$ cat src/rtl/lock_mem_requester.sv
// Core-side requester for the lock-protected shared memory: arbitrates for the lock,
// runs LOAD/STORE/FETCH-ADD/SWAP against the shared port and restarts when preempted.
module lock_mem_requester #(
   parameter int ADDR_W      = 6,
   parameter int DATA_W      = 32,
   parameter int ARB_LATENCY = 1,
   parameter int MAX_WAIT    = 255
) (
   input  logic              clk,
   input  logic              rst,
   input  logic              req_valid,
   output logic              req_ready,
   input  logic [1:0]        req_op,
   input  logic [ADDR_W-1:0] req_addr,
   input  logic [DATA_W-1:0] req_wdata,
   output logic              resp_valid,
   output logic [DATA_W-1:0] resp_rdata,
   output logic              resp_err,
   output logic              need_lock,
   input  logic              lock,
   output logic [ADDR_W-1:0] mem_address,
   output logic [DATA_W-1:0] mem_data,
   output logic              mem_wren,
   input  logic [DATA_W-1:0] mem_q
);

   typedef enum logic [2:0] {
      S_IDLE, S_REQ, S_WAIT_GRANT, S_READ, S_READ_WAIT, S_WRITE, S_RELEASE
   } state_t;

   typedef enum logic [1:0] {
      OP_LOAD = 2'b00, OP_STORE = 2'b01, OP_ADD = 2'b10, OP_SWAP = 2'b11
   } op_t;

   localparam logic [31:0] ARB_LAST  = 32'(ARB_LATENCY - 1);
   localparam logic [31:0] WAIT_LAST = 32'(MAX_WAIT - 1);

   state_t            state, next;
   op_t               op_q;
   logic [DATA_W-1:0] wdata_q;
   logic [DATA_W-1:0] old_q;
   logic              err_q;
   logic [31:0]       arb_cnt;
   logic [31:0]       wait_cnt;

   always_comb begin
      next = state;
      case (state)
         S_IDLE:       if (req_valid) next = S_REQ;
         S_REQ:        if (arb_cnt == ARB_LAST) next = S_WAIT_GRANT;
         S_WAIT_GRANT: begin
            if (!lock)
               next = (op_q == OP_STORE) ? S_WRITE : S_READ;
            else if (MAX_WAIT != 0 && wait_cnt == WAIT_LAST)
               next = S_RELEASE;
         end
         S_READ:       next = lock ? S_WAIT_GRANT : S_READ_WAIT;
         S_READ_WAIT:  next = lock ? S_WAIT_GRANT :
                              ((op_q == OP_LOAD) ? S_RELEASE : S_WRITE);
         S_WRITE:      next = lock ? S_WAIT_GRANT : S_RELEASE;
         S_RELEASE:    next = S_IDLE;
         default:      next = S_IDLE;
      endcase
   end

   always_comb begin
      req_ready  = (state == S_IDLE);
      need_lock  = (state == S_REQ) || (state == S_WAIT_GRANT) || (state == S_READ) ||
                   (state == S_READ_WAIT) || (state == S_WRITE);
      mem_wren   = (state == S_WRITE) && !lock;
      resp_valid = (state == S_RELEASE);
      resp_err   = (state == S_RELEASE) && err_q;
   end

   always_ff @(posedge clk) begin
      if (rst) begin
         state       <= S_IDLE;
         op_q        <= OP_LOAD;
         wdata_q     <= '0;
         old_q       <= '0;
         err_q       <= 1'b0;
         arb_cnt     <= '0;
         wait_cnt    <= '0;
         mem_address <= '0;
         mem_data    <= '0;
         resp_rdata  <= '0;
      end else begin
         state <= next;
         case (state)
            S_IDLE: begin
               if (req_valid) begin
                  op_q        <= op_t'(req_op);
                  wdata_q     <= req_wdata;
                  mem_address <= req_addr;
                  err_q       <= 1'b0;
                  arb_cnt     <= '0;
               end
            end
            S_REQ: begin
               arb_cnt <= arb_cnt + 32'd1;
               if (next == S_WAIT_GRANT) wait_cnt <= '0;
            end
            S_WAIT_GRANT: begin
               if (lock) wait_cnt <= wait_cnt + 32'd1;
               if (next == S_WRITE) mem_data <= wdata_q;
               if (next == S_RELEASE) begin
                  err_q      <= 1'b1;
                  resp_rdata <= '0;
               end
            end
            S_READ_WAIT: begin
               // The captured value is only trusted when the lock was still ours.
               if (!lock) begin
                  old_q <= mem_q;
                  if (next == S_WRITE)
                     mem_data <= (op_q == OP_ADD) ? mem_q + wdata_q : wdata_q;
                  if (next == S_RELEASE)
                     resp_rdata <= mem_q;
               end
            end
            S_WRITE: begin
               if (next == S_RELEASE)
                  resp_rdata <= (op_q == OP_STORE) ? '0 : old_q;
            end
            default: ;
         endcase
      end
   end

endmodule

$ cat config.mk
export PLATFORM = sky130hd
export DESIGN_NAME = lock_mem_requester
export DESIGN_NICKNAME = d
export VERILOG_FILES = /design/src/rtl/lock_mem_requester.sv
export SDC_FILE = /design/constraint.sdc
export NUM_CORES = 1
export LEC_CHECK = 0
export ABC_AREA = 1
export BUFFER_PORTS_ARGS = -buffer_cell sky130_fd_sc_hd__buf_2
export CORE_MARGIN = 2
export CORE_UTILIZATION = 50
export DETAILED_ROUTE_END_ITERATION = 8
export PLACE_DENSITY = 0.76
export SYNTH_ARGS = -nofsm -noshare
export SYNTH_HDL_FRONTEND = slang
export SYNTH_SLANG_ARGS = --single-unit
$ cat constraint.sdc
create_clock -name clk -period 4 [get_ports clk]
set_clock_uncertainty 0.15 [all_clocks]
set_input_delay 0.4 -clock clk [delete_from_list [all_inputs] [get_ports clk]]
set_output_delay 0.4 -clock clk [all_outputs]
set_load 0.05 [all_outputs]
; ---- Word level (Yosys, flattened, before mapping)
; Cells that the tools add are included.
[classes]
muxes = 29
bitwise_logic = 1
eq_ne = 21
n_addsub = 3
n_reduce_logical = 22
[op_table]
columns = operator, n
row1 = 32-bit two-way mux, 12
row2 = 32-bit one-hot mux with 2 select lines, 3
row3 = 32-bit one-hot mux with 3 select lines, 1
row4 = 32-bit by 1-bit adder with 32-bit output (second input constant), 2
row5 = 32-bit adder, 1
row6 = 32-bit by 8-bit equality test with 1-bit output (second input constant), 1
row7 = 32-bit logical NOT, 1
row8 = 3-bit two-way mux, 8
row9 = 3-bit one-hot mux with 6 select lines, 1
row10 = 3-bit equality test (second input constant), 5
row11 = 2-bit by 1-bit inequality test with 1-bit output (second input constant), 6
row12 = 3-bit by 2-bit equality test with 1-bit output (second input constant), 3
row13 = 2-bit nonzero test, 4
row14 = 2-bit inequality test (second input constant), 3
row15 = 2-bit AND reduction, 3
row16 = 3-bit AND reduction, 2
row17 = 5-bit AND reduction, 1
row18 = 1-bit logical OR, 4
row19 = 4-bit AND reduction, 1
row20 = 3-bit by 1-bit equality test with 1-bit output (second input constant), 1
row21 = 3-bit logical NOT, 1
row22 = 3-bit nonzero test, 1
row23 = 2-bit by 1-bit equality test with 1-bit output (second input constant), 1
row24 = 2-bit equality test (second input constant), 1
row25 = 7 further kinds, 9
[totals]
inputBits = 76
regBits = 204
word_cells = 86
output_inout_bits = 75

; ---- Logic depth before layout (Yosys ltp)
; Gate-level depths: netlist of the first run.
[logic_depth]
depth_word = 8
depth_mapped = 15
ltp_nobuf = 15

; ---- Worst setup path before layout of the first run
; No wires, ideal clock.
[synth_timing]
kind = reg-to-output
startpoint = reg state[0]
endpoint = out resp_err
stages_incl_launch_ff = 3
required_ns = 3.450
path_buffers = 1
slack_ns = 1.432
t_arrival_ns = 2.018
cell_sequence = dfxtp_1 > buf_2 > nor4_1
[synth_between]
elab_chain_len = 2
[synth_rtl]
columns = element, line_no
row1 = from (decl), 38  ; state_t state, next;
row2 = from (signal assigned), 88  ; state <= next;
row3 = 3-bit equality test, 72  ; resp_err = (state == S_RELEASE) && err_q;
row4 = 1-bit logical AND, 72
row5 = to (decl), 18  ; output logic resp_err,
; No other way between the ends.

; ---- Final worst setup path of the first run
[layout_timing]
startpoint = reg state[0]
endpoint = reg resp_rdata[15]
[layout_between]
elab_chain_len = 6
[layout_rtl]
columns = element, line_no
row1 = 3-bit two-way mux, 54  ; else if (MAX_WAIT != 0 && wait_cnt == WAIT_LAST)
row2 = 3-bit two-way mux, 52  ; if (!lock)
row3 = 3-bit one-hot mux with 6 select lines, 48  ; case (state)
row4 = 3-bit equality test, "106, 117, 122"
row5 = 2-bit by 1-bit inequality test with 1-bit output (no line), -
row6 = 5-bit AND reduction (no line), -
row7 = to (signal assigned), 118  ; resp_rdata <= mem_q;
row8 = to (signal assigned), 123  ; resp_rdata <= (op_q == OP_STORE) ? '0 : old_q;
row9 = to (decl), 17  ; output logic [DATA_W-1:0] resp_rdata,
; Several ways; a longest one is shown, not always the timed one.
; A chain may end at the register's enable or synchronous reset.

==> results.toml, run 1 <==
[status]
status = "complete, but fails checks"
failed_checks = "hold timing"

[routing]
num_vias = 12305
drc = 0
drt_iter0_markers = 980
drtAntennaViolNets = 0
routedWlPerCell_um = 16.2
wl_um = 35500
detail_route.vias_per_cell = 5.60
drtPass1Iterations = 6

[logic_synthesis]
synth-seq-cells = 204
yosys.area.top_type_share_pct = 35.4
syn_nets = 1873
yosysTopAreaCell = "dfxtp_1"
ys_warn_count = 0
ys_types = 48
syn_avg_cell_area_um2 = 6.56
netlist_instances = 1761
syn_area_um2 = 11500
yosysSeqAreaShare_pct = 35.4
netlist_top_cells_area = "dfxtp_1, nand2_1, a21oi_1"

[grt]
grt-ovfl-total = 0
grt_pass1_vias = 11165
antenna_found_initial = 2
grt_max_degree = 91
grt_first_pass_wirelength_um = 56700
track_usage_pct = 29.0

[clock_tree]
cts_buffers = 23
cts-root-buf = "clkbuf_16"
clock_path_buffers = 3
post_cts_buffers = 0
postCtsResizedCells = 0
insertion_delay_ps = 530
clk_pin_slew_ps = 60
hold_buffers = 21
htree_levels = 1
cts_tree = "yes"
clkSinkCount = 204

[sta]
rsz0062_at_grt = "no"
final-setup-viol-count = 0
worst_pin_slew_ps = 1040
slew_violations = 0
max_slew_margin_pct = 30.7
hold_violations = 1
whs_ps = -2.96
min_period_ps = 3000
finalCritPeriodShare_pct = 74.9
fin_tns_setup_ps = 0
fmax_mhz = 334

[min_path]
hp-class = "primary input to register"

[die]
io_pins = 151
coreArea_um2 = 22600
std_cell_rows = 55
fp.dieH_um = 156
dieWidth_um = 156
start_util_pct = 51.0
die-area_um2 = 24300

[power]
powerDensity_nw_per_um2 = 430
p_int_mw = 3.79
clkPwrFrac_pct = 37.2
p_sw_share_pct = 34.4
p_sw_mw = 1.99
p_leak_nw = 5.61
pwr-share-comb_pct = 24.1
pwr-share-seq_pct = 38.7
ir_drop_uv = 359

[finish]
drive_gt1_share_pct = 12.5
nets = 2007
area_growth_pct = 16.3
fin_cells = 2197

[critical_path]
criticalPathCategory = "register to register"
critPathRequiredTime_ps = 4320
worstSetupStartpointType = "register"
crit_path_end_kind = "register"
path_max_fanout = 33
cp_data_arrival_time_ps = 3310

[placement]
dp.cells = 2134
routabilityCongestion = 1.03
hpwl_um = 25700
io_buffers = 150

[job]
cap_violations = 0
[registers in the layout (all words and copies together) (netlist names)]
register,flops
arb_cnt,32
err_q,1
mem_address,6
mem_data,32
old_q,32
op_q,2
resp_rdata,32
state,3
wait_cnt,32
wdata_q,32
[through the flow]
| stage | utilization, % | total power, mW | worst slack [ps] | hold WS [ps] | area, µm² |
|---|---|---|---|---|---|
| 3_3_place_gp | 55.0 | 3.61 | 1140 | 298 | 12500 |
| 4_1_cts | 59.3 | 5.78 | 988 | 0.309 | 13400 |
| 5_1_grt | 59.3 | 6.04 | 647 | 13.9 | 13400 |
| 6_report | 59.3 | 5.78 | 1000 | -2.96 | 13400 |
| 3_5_place_dp | 55.0 | 3.62 | 1010 | 303 | 12500 |
| 2_1_floorplan | - | 3.23 | 1430 | 286 | 11500 |
[worst paths after layout]
check | start | end | slack (ps) | cells after the start
worst min register to register | old_q[0]$_SDFFE_PP0P_ | old_q[0]$_SDFFE_PP0P_ | 310 | 2
worst max register to register | state[0]$_SDFF_PP0_ | resp_rdata[15]$_SDFFE_PP0P_ | 1000 | 10
worst min-delay path | req_wdata[31] | wdata_q[31]$_SDFFE_PP0P_ | -3 | 3
worst max-delay path | state[0]$_SDFF_PP0_ | resp_rdata[15]$_SDFFE_PP0P_ | 1000 | 10
[power by group through the flow]
stage	Clock (mW)	Sequential [mW]	Combinational (mW)
6_report	2.15	2.23	1.39
5_1_grt	2.27	2.24	1.53
4_1_cts	2.18	2.23	1.37
3_5_place_dp	0	2.27	1.35
3_3_place_gp	0	2.27	1.34
2_1_floorplan	0	2.40	0.825
[Yosys cell counts (all sizes together)]
cell type,count
or2,10
nor3b,3
and2,1
nand4,64
a21o,2
o221ai,1
nor4,8
fa,1
xor2,14
o21a,5
nand2,462
buf,19
nand3,93
ha,35
a31oi,2
o211a,1
inv,173
o211ai,8
a32oi,32
o31ai,1
xnor2,5
clkinv,1
o21ai,88
o311a,2
a221oi,3
o22ai,2
nand3b,4
a21oi,194
clkbuf,61
nor2,208
nor3,40
dfxtp,204
and3,4
o21bai,6
a21boi,1
a211oi,2
a311oi,1
[worst max-delay path, stage by stage (launching register included)]
cell,delay (ps)
dfxtp_1,420
nor3_4,500
inv_1,180
nor2_1,230
nand2_1,120
nand2_1,70
buf_4,300
inv_1,150
nor2_4,590
nor2_1,110
nor2_1,120
[placed cells by master (no fill, tap or decap), types with 5 or more instances in the layout]
master | Yosys | routed
nand2_1 | 461 | 460
dfxtp_1 | 204 | 204
nor2_1 | 203 | 201
a21oi_1 | 188 | 188
inv_1 | 169 | 168
buf_2 | 10 | 150
nand3_1 | 92 | 92
o21ai_0 | 88 | 88
nand4_1 | 64 | 64
nor3_1 | 38 | 38
ha_1 | 35 | 35
a32oi_1 | 32 | 32
clkbuf_16 | 0 | 23
dlygate4sd3_1 | 0 | 21
buf_4 | 1 | 18
xor2_1 | 14 | 14
or2_2 | 10 | 10
nor4_1 | 8 | 8
o211ai_1 | 8 | 8
clkinv_2 | 0 | 7
o21bai_1 | 6 | 6
a21oi_2 | 6 | 6
inv_2 | 4 | 5
o21a_1 | 5 | 5
xnor2_1 | 5 | 5
[logic make-up after synthesis]
kind of cell    synth area share, %
flops                          35.4
fa+ha+maj                      3.97
xor+xnor                       1.44
buf+inv                        8.59
simple gates                   33.3
compound gates                 17.3
[per-layer routing]
layer / wire (µm) / GRT usage (%) / vias up
li1: - / - / 6137
met1: 15600 / 40.7 / 5572
met2: 15600 / 46.2 / 522
met3: 3160 / 3.75 / 74
met4: 1160 / 9.17 / 0
met5: 0 / 0 / -
[layout make-up]
cell class / instances / area (µm²)
inverter: 174 / 653
fill: 2135 / 9210
antenna: 1 / 2.50
multi-input combinational: 1303 / 6480
timing repair buffer: 189 / 1100
clock buffer: 27 / 601
tap: 285 / 357
sequential: 204 / 4080
clock inverter: 14 / 159
(Power assumes the default switching activity.)
==> run 2: changes to the inputs <==
--- a/config.mk
+++ b/config.mk
@@ -10,7 +10,7 @@
 export CORE_MARGIN = 2
 export CORE_UTILIZATION = 50
 export DETAILED_ROUTE_END_ITERATION = 8
-export PLACE_DENSITY = 0.76
+export PLACE_DENSITY = 0.78
 export SYNTH_ARGS = -nofsm -noshare
 export SYNTH_HDL_FRONTEND = slang
 export SYNTH_SLANG_ARGS = --single-unit
==> constraint.sdc (replaced) <==
create_clock -name clk -period 2.7 [get_ports clk]
set_clock_uncertainty 0.15 [all_clocks]
set_input_delay 0.27 -clock clk [delete_from_list [all_inputs] [get_ports clk]]
set_output_delay 0.27 -clock clk [all_outputs]
set_load 0.05 [all_outputs]
==> run 2 against run 1 <==
The flow now finishes without violations. Die area stayed put. Largest cell class unchanged. Worst setup slack worse by 780 ps. Combinational power is 59% higher. Worst hold slack better by 69 ps. Routed wire length is 3.7% higher. Total power is 49% higher. Via count is 4.0% higher. Flip-flop and latch count stayed put. Critical endpoint is now mem_wren. Clock power is 43% higher. Non-clock buffer count is 62 higher.
==> results.toml, run 2 (synthesis results as in run 1) <==
[routing]
drc = 0
drtAntennaViolNets = 0
routedWlPerCell_um = 16.3
drtPass1Iterations = 6
detail_route.vias_per_cell = 5.66
num_vias = 12801
drt_iter0_markers = 1144
wl_um = 36800

[power]
ir_drop_uv = 491
p_leak_nw = 5.88
powerDensity_nw_per_um2 = 611
finalPower_mw = 8.60

[placement]
dp.cells = 2146
io_buffers = 150
hpwl_um = 25800
placed_cell_area_um2 = 12600
routabilityCongestion = 0.947
dp_slack_ps = 243

[finish]
nets = 2069
fill_cells = 2040
area_growth_pct = 21.9
most-common-layout-cells = "nand2_1, dfxtp_1, nor2_1"
drive_gt1_share_pct = 12.7
utilization_pct = 62.1
stdcell_area_um2 = 14100
final_common_cell = "nand2_1"
fin_cells = 2260

[status]
status = "complete, no violations"

[clock_tree]
cts_buffers = 23
clkSinkCount = 204
clk_pin_slew_ps = 60
insertion_delay_ps = 530
cts-root-buf = "clkbuf_16"
post_cts_buffers = 0
htree_levels = 1
clock_path_buffers = 3
cts_tree = "yes"

[grt]
antenna_found_initial = 2
track_usage_pct = 29.8
grt_first_pass_wirelength_um = 58900
grt_pass1_vias = 11701
grt_max_degree = 92
grt-ovfl-total = 0

[sta]
min_period_ps = 2480
finalCritPeriodShare_pct = 91.9
hold_violations = 0
worst_slack_ps = 218
rsz0062_at_grt = "no"
slew_violations = 0
whs_ps = 66.1
final-setup-viol-count = 0
fin_tns_setup_ps = 0
max_slew_margin_pct = 29.4
fmax_mhz = 403
worst_pin_slew_ps = 1060

[die]
dieWidth_um = 156
fp.dieH_um = 156
coreArea_um2 = 22600
start_util_pct = 51.0
io_pins = 151
die-area_um2 = 24300
std_cell_rows = 55

[critical_path]
slowest_delay_ps = 600
path_max_fanout = 6
worstSetupStartpointType = "register"
crit_path_end_kind = "output port"
critPathSlowestCell = "dfxtp_1"
criticalPathCategory = "register to output port"
critPathRequiredTime_ps = 2280
cp_data_arrival_time_ps = 2060
worstPathCellList = "inv_1, nor3_1, buf_2"

[min_path]
hp-class = "primary input to register"

[job]
cap_violations = 0
==> run 2: metal layers <==
metal / part of all wire, % / wire length, µm / vias to the layer above / GRT usage [%]
met1: 44 / 16400 / 5911 / 42.3
met5: 0 / 0 / - / 0
met4: 3.1 / 1130 / 0 / 9.61
met2: 43 / 15900 / 551 / 45.9
met3: 9.2 / 3380 / 80 / 5.28
li1: - / - / 6259 / -
==> run 2: worst max-delay path, delay by kind of cell (launching register included) <==
| kind | cells | cell delay [ps] |
|---|---|---|
| buf+inv | 2 | 530 |
| simple gates | 1 | 410 |
| flops | 1 | 600 |
==> run 2: timing repair <==
action	CTS	global route
endpoints found under the hold margin	71	0
endpoints found under the setup margin	0	5
gates resized for setup	0	2
hold buffers	71	0
==> run 2: report_power, final <==
| part | internal [mW] | switching [mW] |
|---|---|---|
| Combinational | 0.665 | 1.55 |
| Clock | 1.78 | 1.29 |
| Sequential | 3.17 | 0.143 |
| Total | 5.62 | 2.98 |
==> run 2: worst paths after layout <==
kind | startpoint | to | slack [ps] | cells after the start
worst max-delay path | state[0]$_SDFF_PP0_ | mem_wren | 220 | 3
worst min-delay path | lock | state[1]$_SDFF_PP0_ | 70 | 3
worst max register to register | wdata_q[20]$_SDFFE_PP0P_ | mem_data[30]$_SDFFE_PP0P_ | 290 | 11
worst min register to register | mem_data[4]$_SDFFE_PP0P_ | mem_data[4]$_SDFFE_PP0P_ | 310 | 2
==> run 2: layout make-up <==
type / instances / area (µm²) / area share, %
sequential: 204 / 4080 / 29.0
clock buffer: 33 / 653 / 4.64
inverter: 174 / 653 / 4.64
tap: 285 / 357 / 2.53
timing repair buffer: 251 / 1760 / 12.5
antenna: 1 / 2.50 / 0.0178
clock inverter: 9 / 81.3 / 0.578
multi-input combinational: 1303 / 6480 / 46.0
